<file path="src/rtl/adder_pkg.sv">
// Shared types and helpers for the chunked multi-cycle adder.
package adder_pkg;

  typedef enum logic [1:0] {
    IDLE = 2'd0,
    RUN  = 2'd1,
    DONE = 2'd2
  } state_t;

  // Number of CHUNK-bit slices in a WIDTH-bit operand.
  function automatic int unsigned calc_nchunk(input int unsigned width,
                                              input int unsigned chunk);
    return (chunk == 0) ? 1 : width / chunk;
  endfunction

endpackage

</file>
<file path="src/rtl/chunk_add.sv">
// Combinational CHUNK-bit adder slice with carry-in and carry-out.
module chunk_add #(
  parameter int unsigned CHUNK = 4
) (
  input  logic [CHUNK-1:0] a,
  input  logic [CHUNK-1:0] b,
  input  logic             ci,
  output logic [CHUNK-1:0] s_c,
  output logic             co_c
);

  logic [CHUNK:0] full_c;

  assign full_c      = {1'b0, a} + {1'b0, b} + {{CHUNK{1'b0}}, ci};
  assign {co_c, s_c} = full_c;

endmodule

</file>
<file path="src/rtl/chunked_adder.sv">
// Multi-cycle WIDTH-bit adder, CHUNK bits per clock, valid/ready on both sides.
// Optional subtract mode (sub port) is built when SUB_EN is defined.
module chunked_adder
  import adder_pkg::*;
#(
  parameter int unsigned WIDTH = 16,
  parameter int unsigned CHUNK = 4
) (
  input  logic             clk,
  input  logic             rst,
  input  logic             in_valid,
  output logic             in_ready,
  input  logic [WIDTH-1:0] a,
  input  logic [WIDTH-1:0] b,
  input  logic             cin,
`ifdef SUB_EN
  input  logic             sub,
`endif
  output logic             out_valid,
  input  logic             out_ready,
  output logic [WIDTH-1:0] sum,
  output logic             cout,
  output logic             ovf
);

  localparam int unsigned NCHUNK = calc_nchunk(WIDTH, CHUNK);
  localparam int unsigned KW     = (NCHUNK > 1) ? $clog2(NCHUNK) : 1;
  localparam logic [KW-1:0] KLAST = KW'(NCHUNK - 1);

  // Reject configurations that do not split evenly into chunks.
  if (CHUNK == 0) begin : g_bad_chunk
    $error("chunked_adder: CHUNK must be positive");
  end else if ((WIDTH == 0) || ((WIDTH % CHUNK) != 0)) begin : g_bad_width
    $error("chunked_adder: WIDTH must be a positive multiple of CHUNK");
  end

  state_t state_q, state_d;

  logic [KW-1:0]                 k_q, k_d;
  logic [NCHUNK-1:0][CHUNK-1:0]  a_q, a_d;
  logic [NCHUNK-1:0][CHUNK-1:0]  b_q, b_d;
  logic [NCHUNK-1:0][CHUNK-1:0]  acc_q, acc_d;
  logic                          carry_q, carry_d;
  logic [WIDTH-1:0]              sum_d;
  logic                          cout_d;
  logic                          ovf_d;
  logic                          in_ready_d;
  logic                          out_valid_d;

  logic [WIDTH-1:0]              b_eff_c;
  logic                          carry_in_c;
  logic [CHUNK-1:0]              cs_c;
  logic                          cco_c;

  // Operand conditioning at the input port; subtract is a + ~b + 1.
`ifdef SUB_EN
  assign b_eff_c    = sub ? ~b : b;
  assign carry_in_c = sub | cin;
`else
  assign b_eff_c    = b;
  assign carry_in_c = cin;
`endif

  // Single slice adder, steered over chunk index k.
  chunk_add #(
    .CHUNK (CHUNK)
  ) u_chunk_add (
    .a    (a_q[k_q]),
    .b    (b_q[k_q]),
    .ci   (carry_q),
    .s_c  (cs_c),
    .co_c (cco_c)
  );

  // Next-state and next-output logic.
  always_comb begin
    state_d     = state_q;
    k_d         = k_q;
    a_d         = a_q;
    b_d         = b_q;
    acc_d       = acc_q;
    carry_d     = carry_q;
    sum_d       = sum;
    cout_d      = cout;
    ovf_d       = ovf;
    in_ready_d  = 1'b0;
    out_valid_d = 1'b0;

    unique case (state_q)
      IDLE: begin
        if (in_valid && in_ready) begin
          a_d     = a;
          b_d     = b_eff_c;
          carry_d = carry_in_c;
          k_d     = '0;
          state_d = RUN;
        end
      end
      RUN: begin
        acc_d[k_q] = cs_c;
        carry_d    = cco_c;
        k_d        = k_q + KW'(1);
        if (k_q == KLAST) begin
          k_d     = '0;
          sum_d   = acc_d;
          cout_d  = cco_c;
          ovf_d   = (a_q[NCHUNK-1][CHUNK-1] == b_q[NCHUNK-1][CHUNK-1]) &&
                    (acc_d[NCHUNK-1][CHUNK-1] != a_q[NCHUNK-1][CHUNK-1]);
          state_d = DONE;
        end
      end
      DONE: begin
        if (out_ready) begin
          state_d = IDLE;
        end
      end
      default: begin
        state_d = IDLE;
      end
    endcase

    in_ready_d  = (state_d == IDLE);
    out_valid_d = (state_d == DONE);
  end

  // State, datapath and output registers.
  always_ff @(posedge clk) begin
    if (rst) begin
      state_q   <= IDLE;
      k_q       <= '0;
      a_q       <= '0;
      b_q       <= '0;
      acc_q     <= '0;
      carry_q   <= 1'b0;
      sum       <= '0;
      cout      <= 1'b0;
      ovf       <= 1'b0;
      in_ready  <= 1'b0;
      out_valid <= 1'b0;
    end else begin
      state_q   <= state_d;
      k_q       <= k_d;
      a_q       <= a_d;
      b_q       <= b_d;
      acc_q     <= acc_d;
      carry_q   <= carry_d;
      sum       <= sum_d;
      cout      <= cout_d;
      ovf       <= ovf_d;
      in_ready  <= in_ready_d;
      out_valid <= out_valid_d;
    end
  end

endmodule

</file>
<file path="config.mk">
export PLATFORM = sky130hd
export DESIGN_NAME = chunked_adder
export DESIGN_NICKNAME = d
export VERILOG_FILES = /design/src/rtl/adder_pkg.sv /design/src/rtl/chunk_add.sv /design/src/rtl/chunked_adder.sv
export SDC_FILE = /design/constraint.sdc
export NUM_CORES = 1
export LEC_CHECK = 0
export ABC_AREA = 1
export CORE_ASPECT_RATIO = 0.7
export CORE_MARGIN = 2
export CORE_UTILIZATION = 50
export CTS_CLUSTER_SIZE = 25
export DETAILED_ROUTE_END_ITERATION = 10
export GPL_TIMING_DRIVEN = 0
export PLACE_DENSITY = 0.82
export SYNTH_ARGS = -nofsm -noshare
export SYNTH_HDL_FRONTEND = slang
export SYNTH_HIERARCHICAL = 1
export SYNTH_SLANG_ARGS = --single-unit
</file>
<file path="constraint.sdc">
create_clock -name clk -period 6.6 [get_ports clk]
set_input_delay 0.66 -clock clk [delete_from_list [all_inputs] [get_ports clk]]
set_output_delay 0.66 -clock clk [all_outputs]
set_load 0.005 [all_outputs]
</file>
### Word level (Yosys, flattened, before mapping)

Index checks and enable logic that the tools add are counted.

* $add $sub $neg: 3
* mux-type cells: 16
* equal/unequal tests: 7
* $lt $le $gt $ge: 2
* reduce and logical (&&, ||, !) cells: 9

Operators with widths (count)
* $bmux W4 S2: 2
* $bwmux W16: 1
* $mux W4: 3
* $mux W2: 5
* $demux W4 S2: 1
* $eq A2 B2 Y1 const B: 3
* $pmux W2 S3: 1
* $reduce_and A2 Y1: 3
* $add A4 B4 Y5: 1
* $add A5 B1 Y5: 1
* $logic_not A2 Y1: 2
* $pmux W2 S2: 1
* $logic_and A1 B1 Y1: 3
* $lt A2 B3 Y1 const B: 1
* $add A2 B1 Y2 const B: 1
* $eq A2 B1 Y1 const B: 1
* $ge A2 B1 Y1 const B: 1
* $ne A2 B2 Y1 const B: 1
* $pmux W1 S2: 1
* $reduce_bool A2 Y1: 1
* $eq A1 B1 Y1: 1
* $mux W1: 1
* $ne A1 B1 Y1: 1

* register bits after elaboration: 73
* input bits: 37

### Logic depth before layout (Yosys ltp)

Gate-level depths: netlist of run 1.

* depth in word-level cells: 7
* mapped depth: 15

### Cells and area by module

The synthesis of run 1 kept the hierarchy.

By module, submodules not included
* chunked_adder: instances 1, seq. area each 1401.3 µm², cells an instance 402, area each 2941.6 µm²
* chunk_add: instances 1, seq. area each 0.0 µm², cells an instance 25, area each 165.2 µm²

### Worst setup path after synthesis of run 1

Ideal clock, no wire load.

* kind: register to register
* start: register k_q[0]
* end: register sum[10]
* buffers on the path: 2
* required time: 6.529 ns
* path slack: 4.240 ns
* data arrival time: 2.289 ns
* stages on the path, launching flop included: 14
* library setup time: 0.071 ns
* path through: dfxtp_1 > buf_2 > inv_1 > buf_2 > nor2_1 > o22ai_1 > fa_1 > inv_1 > fa_1 > xnor2_1 > nand2_1 > o21ai_0 > nand2_1 > a21oi_1

* cells in the longest elaborated chain, start to end: 5
* elaborated cells between the ends (all ways): 14
* those cells by class: add/sub: 2; order compare: 2; eq/ne: 1; mux: 7; reduce/logical: 2

RTL lines
* start: declaration: RTL line chunked_adder.sv:39 `logic [KW-1:0] k_q, k_d;`
* start signal: assignment: RTL line chunked_adder.sv:142 `k_q <= k_d;`
* $bmux W4 S2 (on tied branches): RTL line chunked_adder.sv:68, chunked_adder.sv:69
* $mux W4 (on tied branches): RTL line chunked_adder.sv:68, chunked_adder.sv:69
* $add A4 B4 Y5 (*): RTL line chunk_add.sv:14 `assign full_c = {1'b0, a} + {1'b0, b} + {{CHUNK{1'b0}}, ci};`
* $add A5 B1 Y5 (*): RTL line chunk_add.sv:14
* named net cs_c[2]: RTL line chunked_adder.sv:52 `logic [CHUNK-1:0] cs_c;`
* $bwmux W16 (*): RTL line chunked_adder.sv:100 `acc_d[k_q] = cs_c;`
* end signal: assignment: RTL line chunked_adder.sv:147 `sum <= sum_d;`
* end: declaration: RTL line chunked_adder.sv:21 `output logic [WIDTH-1:0] sum,`

The timed path passes the listed nets; every way through them passes the cells marked *. The select of a mux whose other input is x is not followed.
A chain may end at the register's enable or synchronous reset.

### Worst setup path in the final report of run 1

Same ends and word-level chain as after synthesis.

==> impl_results.md, run 1 <==
- DRC: 0
- Bufs on Longest Clock Path: 2
- Row cnt: 23
- Outcome: finished, final reports clean
- DRT Wirelength: 7.92 mm
- Avg Vias per Cell: 5.23
- Slowest CP cell: xnor2_1
- WHS Endpoint: sum[12]
- Period utilization: 46.6%
- DRT antenna net count: 0
- Leakage Power: 1.54 nW
- # resized after CTS: 0
- IR drop worst, VDD: 0.128 mV
- Final slew viol count: 0
- Clk_lat worst skew: 0.36 ns
- Worst-Margin Slew: 0.530 ns
- Clock slew seen by the registers of the worst setup and hold paths: 0.07 ns
- CP startpoint kind: register
- Die Y: 70.0 um
- Synthesis-to-layout area growth: 26.9%
- CTS tree: done
- Min-Delay Startpoint: sum[12]
- Die area: 6870 sq um
- Non-Filler Instances: 574
- Number of H-tree levels: 3
- Fillers: 522
- Cell Area, Synth: 3110 sq um
- Core area: 5870 sq um
- FF+latch count, synth: 70
- Initial antenna violation count: 0
- Die W: 98.2 um
- Post-synth top area share: 45.1%
- Endpoints failing setup: 0
- CTS Buf Count: 9
- Total Neg Setup Slack: 0 ns
- Hold Path Cell Cnt: 2
- Port Buffer Count: 56
- CP Max Fanout: 11
- FF-to-FF path depth: 13
- Postcts setup bufs: 0
- Layout Skew: 0.00922 ns
- 1st-pass router iterations: 4
- Placed insts: 558
- Relative slew slack: 64.7%
- Power Dens Cells: 247 nW/um^2
- CTS Hold Bufs: 0
- Synth warnings: 6
- Synth Instances: 427
- Nets: 540
- RSZ-0062 raised after global routing: false
- Internal reg-to-reg setup slack: 3.52 ns
- Layout cells sized above 1: 7.41%
- Peak Freq: 325 MHz
- Number of global-route vias before repair: 2887
- Final RePlAce weighted congestion: 0.869
- Total gr overflow: 0
- Hold Path Class: register to register
- Post-layout min period: 3.08 ns
- Max Cap Viol: 0
- Wire length per cell: 13.8 um
- Critical Path AT: 3.37 ns
- Synth area leader: dfxtp_1
- Ports: 57
- WP data required: 6.89 ns
- Endpoint class of the critical path: register
- Pin count of the biggest net entering global routing: 12
- Netlist cell types: 26
- Drt initial violations: 235
- Detailed-placement wirelength estimate: 5.72 mm
- Worst setup path class: register to register
- Total track usage: 24.4%
- Post-Syn Area per Cell: 7.28 sq um
- Main area contributors after synthesis: dfxtp_1 (45%), nor2_1 (13%), o21ai_0 (11%), nand2_1 (6.9%), inv_1 (3.7%)
- Final Hold Fails: 0
- Sequential area share after synthesis: 45.1%
- Critical R2R Launch: k_q[0]
- Slowest stage delay, CP: 0.43 ns
- DR vias: 3004
- CTS sink count: 70
- Clk root buf: clkbuf_8
- First-pass GRT wire length: 13.4 mm
- Starting density of the core: 52.9%
- CP cell instances: buf_2 -> inv_1 -> buf_2 -> nor2_1 -> o22ai_1 -> fa_1 -> inv_1 -> fa_1 -> xnor2_1 -> nand2_1 -> o21ai_0 -> nand2_1 -> a21oi_1
- FF-to-FF End: sum[10]
- Ant diodes: 0
- Syn Nets: 473
==> state kept, by name (all words and copies together), names as in the netlist <==
name	cells
carry_q	1
out_valid	1
acc_q	13
ovf	1
a_q	16
b_q	16
in_ready	1
sum	16
k_q	2
cout	1
state_q	2
==> stage by stage <==
step                      total power [mW]  worst slack [ns]  utilization (%)  hold slack, ns  cell area [sq um]
after floorplan                      0.586              4.24                -           0.426               3110
after global placement               0.640              3.64             64.1           0.435               3760
after detailed placement             0.647              3.59             64.1           0.441               3760
after CTS                            0.976              3.57             67.2           0.453               3940
after global routing                  1.02              3.33             67.2           0.476               3940
final                                0.976              3.52             67.2           0.451               3940
==> worst max-delay path by stage <==
stage / to / startpoint / slack [ns]
after floorplan: sum[10] / k_q[0] / 4.24
after global placement: sum[10] / k_q[0] / 3.64
after global routing: sum[6] / k_q[0] / 3.33
after CTS: sum[10] / k_q[0] / 3.57
final: sum[10] / k_q[0] / 3.52
after detailed placement: sum[10] / k_q[0] / 3.59
==> power breakdown <==
group          switching [mW]  leakage (nW)  internal, mW
registers              0.0140         0.571         0.447
logic                   0.109         0.877        0.0729
clock network           0.160        0.0904         0.174
==> synth_stat cells (all sizes together) <==
master / count
nand3: 8
fa: 2
nand2: 59
o22ai: 8
xnor2: 1
buf: 11
nor3: 1
o21ai: 80
dfxtp: 70
clkbuf: 11
ha: 7
nor2: 111
a21oi: 24
or2: 1
inv: 33
==> routing by layer <==
metal  GRT usage [%]  vias up  wire length, um
met5               0        -                0
met3            7.01        8              602
met2            37.4      107             3500
met1            32.7     1375             3720
li1                -     1514                -
met4            9.13        0               99
==> cells by family (layout without fill, tap and decap cells) <==
kind of cell               Yosys count  in the layout  synth area share, %
and+or+nand+nor                    180            180                 23.5
AOI/OAI and AO/OA                  112            112                 18.5
DFF                                 70             70                 45.1
buffers and inverters               55            127                 8.54
adders and majority gates            9              9                 4.11
xor gates and xnor gates             1              1                0.282
==> layout by cell type, fill, tap and decap left out <==
| cell | count |
|---|---|
| nor2_1 | 108 |
| o21ai_0 | 71 |
| dfxtp_1 | 70 |
| nand2_1 | 57 |
| clkdlybuf4s50_1 | 56 |
| inv_1 | 31 |
| a21oi_1 | 23 |
| clkbuf_1 | 11 |
| o21ai_1 | 9 |
| clkbuf_8 | 9 |
| o22ai_1 | 8 |
| nand3_1 | 7 |
| ha_1 | 7 |
| buf_6 | 5 |
| buf_4 | 4 |
| clkbuf_2 | 3 |
| buf_2 | 2 |
| nor2_4 | 2 |
| inv_2 | 2 |
| clkinv_2 | 2 |
| fa_1 | 2 |
| nand2_2 | 1 |
| nand2_4 | 1 |
| a21oi_2 | 1 |
| nor2_2 | 1 |
| nand3_4 | 1 |
| nor3_1 | 1 |
| or2_2 | 1 |
| clkinvlp_4 | 1 |
| bufinv_16 | 1 |
| xnor2_1 | 1 |
==> cell type report <==
cell class,instances,area [sq um],area share (%)
multi-input combinational,302,1440,36.5
sequential,70,1400,35.5
timing repair buffer,56,561,14.2
buffer,22,141,3.59
clock buffer,12,135,3.43
inverter,33,124,3.14
tap,75,93.8,2.38
clock inverter,4,47.5,1.21
==> critical path, delay by kind of cell, from the launching register on <==
kind / cells / cell delay (ns)
and+or+nand+nor: 3 / 0.23
AOI/OAI and AO/OA: 3 / 0.50
buffers and inverters: 4 / 0.83
DFF: 1 / 0.33
xor gates and xnor gates: 1 / 0.43
adders and majority gates: 2 / 0.67
(Power assumes the default switching activity.)
==> run 2: changes to the inputs <==
CORE_UTILIZATION = 47   (was 50)
PLACE_DENSITY = 0.81   (was 0.82)
clock period = 2.65 ns   (was 6.6 ns; I/O delays follow)
==> run 2 against run 1 <==
Clock power rose to 3.0 times the previous value. Combinational power rose to 2.7 times the previous value. Sequential cell count unchanged. Critical path type unchanged. Critical endpoint is now sum[1]. Largest power group unchanged. Highest routed layer unchanged.
==> impl_results.md, run 2 (synthesized netlist as in run 1, its figures left out) <==
- Initial antenna violation count: 0 (unchanged)
- Final RePlAce weighted congestion: 0.830 (-4.5%)
- CTS sink count: 70 (unchanged)
- Layout Skew: 0.00698 ns (-0.00224 ns)
- Area post-placement: 3760 sq um (about the same)
- CTS Buf Count: 9 (unchanged)
- Die W: 101 um (+3.0%)
- Top delay family on crit path: adder cells
- Wire length per cell: 14.5 um (+5.1%)
- Worst-Margin Slew: 0.576 ns (+0.0465 ns)
- Relative slew slack: 61.6% (-3.1 points)
- Power Dens Cells: 645 nW/um^2 (+160%)
- Clk root buf: clkbuf_8
- CP bufs+invs: 5 (+1)
- Layout cells sized above 1: 11.4% (+3.9 points)
- Row cnt: 24 (+4.3%)
- Period utilization: 95.9% (+49 points)
- DRT Wirelength: 8.41 mm (+6.2%)
- Min Hold Slack: 0.452 ns (+0.000776 ns)
- Die Y: 72.0 um (+3.0%)
- Die area: 7290 sq um (+6.1%)
- Commonest non-fill, non-tap cell in the layout: nor2_1
- Final Hold Fails: 0 (unchanged)
- Hold Path Class: register to register
- CP Max Fanout: 11 (unchanged)
- Total gr overflow: 0 (unchanged)
- Final slew viol count: 0 (unchanged)
- Total track usage: 25.0% (+0.64 points)
- Clock slew seen by the registers of the worst setup and hold paths: 0.07 ns (about the same)
- DR vias: 3091 (+2.9%)
- Leading cell types in the layout, fill and taps excluded: nor2_1 (107), dfxtp_1 (69), o21ai_0 (67), nand2_1 (57), clkdlybuf4s50_1 (56)
- 1st-pass router iterations: 5 (+1)
- Peak Freq: 393 MHz (+21%)
- Leakage Power: 1.61 nW (+4.4%)
- WP data required: 2.93 ns (-3.96 ns)
- CP startpoint kind: register
- Fillers: 551 (+5.6%)
- Outcome: finished, final reports clean
- Design Area, Final: 4090 sq um (+3.7%)
- IR drop worst, VDD: 0.400 mV (+210%)
- Max Cap Viol: 0 (unchanged)
- CP cell instances: buf_6 -> clkinvlp_4 -> buf_6 -> nor2_2 -> o22ai_2 -> fa_2 -> inv_1 -> fa_2 -> inv_2 -> nand2_1 -> o21ai_1 -> nand2_1 -> a21oi_1
- Starting density of the core: 49.3% (-3.7 points)
- First-pass GRT wire length: 14.1 mm (+5.6%)
- Number of global-route vias before repair: 3045 (+5.5%)
- Slowest CP cell: fa_2
- Nets: 543 (+0.56%)
- Endpoints failing setup: 0 (unchanged)
- CTS tree: done
- CTS Hold Bufs: 0 (unchanged)
- Pin count of the biggest net entering global routing: 12 (unchanged)
- DRC: 0 (unchanged)
- Core area: 6310 sq um (+7.4%)
- Avg Vias per Cell: 5.33 (+1.8%)
- Drt initial violations: 225 (-4.3%)
- Detailed-placement wirelength estimate: 5.85 mm (+2.4%)
- Ant diodes: 0 (unchanged)
- Worst setup path class: register to register
- Slowest stage delay, CP: 0.44 ns (about the same)
- Clk_lat worst skew: 0.36 ns (about the same)
- Bufs on Longest Clock Path: 2 (unchanged)
- Post-layout min period: 2.54 ns (-0.536 ns)
- Port Buffer Count: 56 (unchanged)
- Endpoint class of the critical path: register
- Ports: 57 (unchanged)
- DRT antenna net count: 0 (unchanged)
- Critical Path AT: 2.82 ns (-0.55 ns)
- Largest regs: a_q x16, b_q x16, sum x16
- Number of H-tree levels: 3 (unchanged)
- Synthesis-to-layout area growth: 31.7%
-- run 2: through the flow --
step / power [mW] / setup TNS (ns) / utilization, % / worst slack [ns] / cells
after floorplan: 1.46 / 0 / - / 0.290 / 427
after global routing: 2.76 / -0.00664 / 64.9 / -0.00664 / 580
after CTS: 2.62 / 0 / 64.3 / 0.0195 / 580
after detailed placement: 1.61 / -2.87 / 59.7 / -0.337 / 561
final: 2.64 / 0 / 64.9 / 0.108 / 580
after global placement: 1.60 / -2.31 / 59.7 / -0.327 / 561
-- run 2: what timing repair did --
action,in CTS,in global routing
pin swaps,1,2
buffers inserted,3,0
setup endpoints to repair,18,18
resized for setup,12,14
-- run 2: final timing paths --
path	startpoint	to	slack (ns)	cells past startpoint
setup / recovery	k_q[0]	sum[1]	0.11	13
hold / removal	sum[13]	sum[13]	0.45	2
setup reg to reg	k_q[0]	sum[1]	0.11	13
hold reg to reg	sum[13]	sum[13]	0.45	2
-- run 2: report_power, final --
part | total, mW | internal [mW] | switching, mW
registers | 1.15 | 1.11 | 0.0371
logic | 0.490 | 0.204 | 0.287
clock network | 0.999 | 0.606 | 0.393
total | 2.64 | 1.92 | 0.717
-- run 2: layout make-up --
type / instances / area (sq um) / share of cell area [%]
clock buffer: 13 / 169 / 4.13
timing repair buffer: 59 / 583 / 14.3
tap: 78 / 97.6 / 2.39
sequential: 70 / 1400 / 34.3
inverter: 33 / 131 / 3.21
clock inverter: 3 / 65.1 / 1.59
multi-input combinational: 302 / 1480 / 36.2
buffer: 22 / 161 / 3.94
-- run 2: tightest hold or removal path, delay by kind of cell (launching register included) --
family / cells / cell delay, ns
AOI/OAI and AO/OA: 1 / 0.05
buffers and inverters: 1 / 0.05
DFF: 1 / 0.31
-- run 2: metal layers --
| metal | track usage (%) | part of all wire [%] | up-vias |
|---|---|---|---|
| li1 | - | - | 1510 |
| met1 | 33.1 | 45 | 1454 |
| met2 | 38.4 | 45 | 114 |
| met3 | 8.29 | 8.6 | 13 |
| met4 | 9.16 | 1.5 | 0 |
| met5 | 0 | 0 | - |
==> run 3: changes to the inputs <==
CTS_CLUSTER_DIAMETER = 150   (was unset)
==> results of run 3 <==
Same layout as run 2: the final DEF is identical, and so are final timing and power.
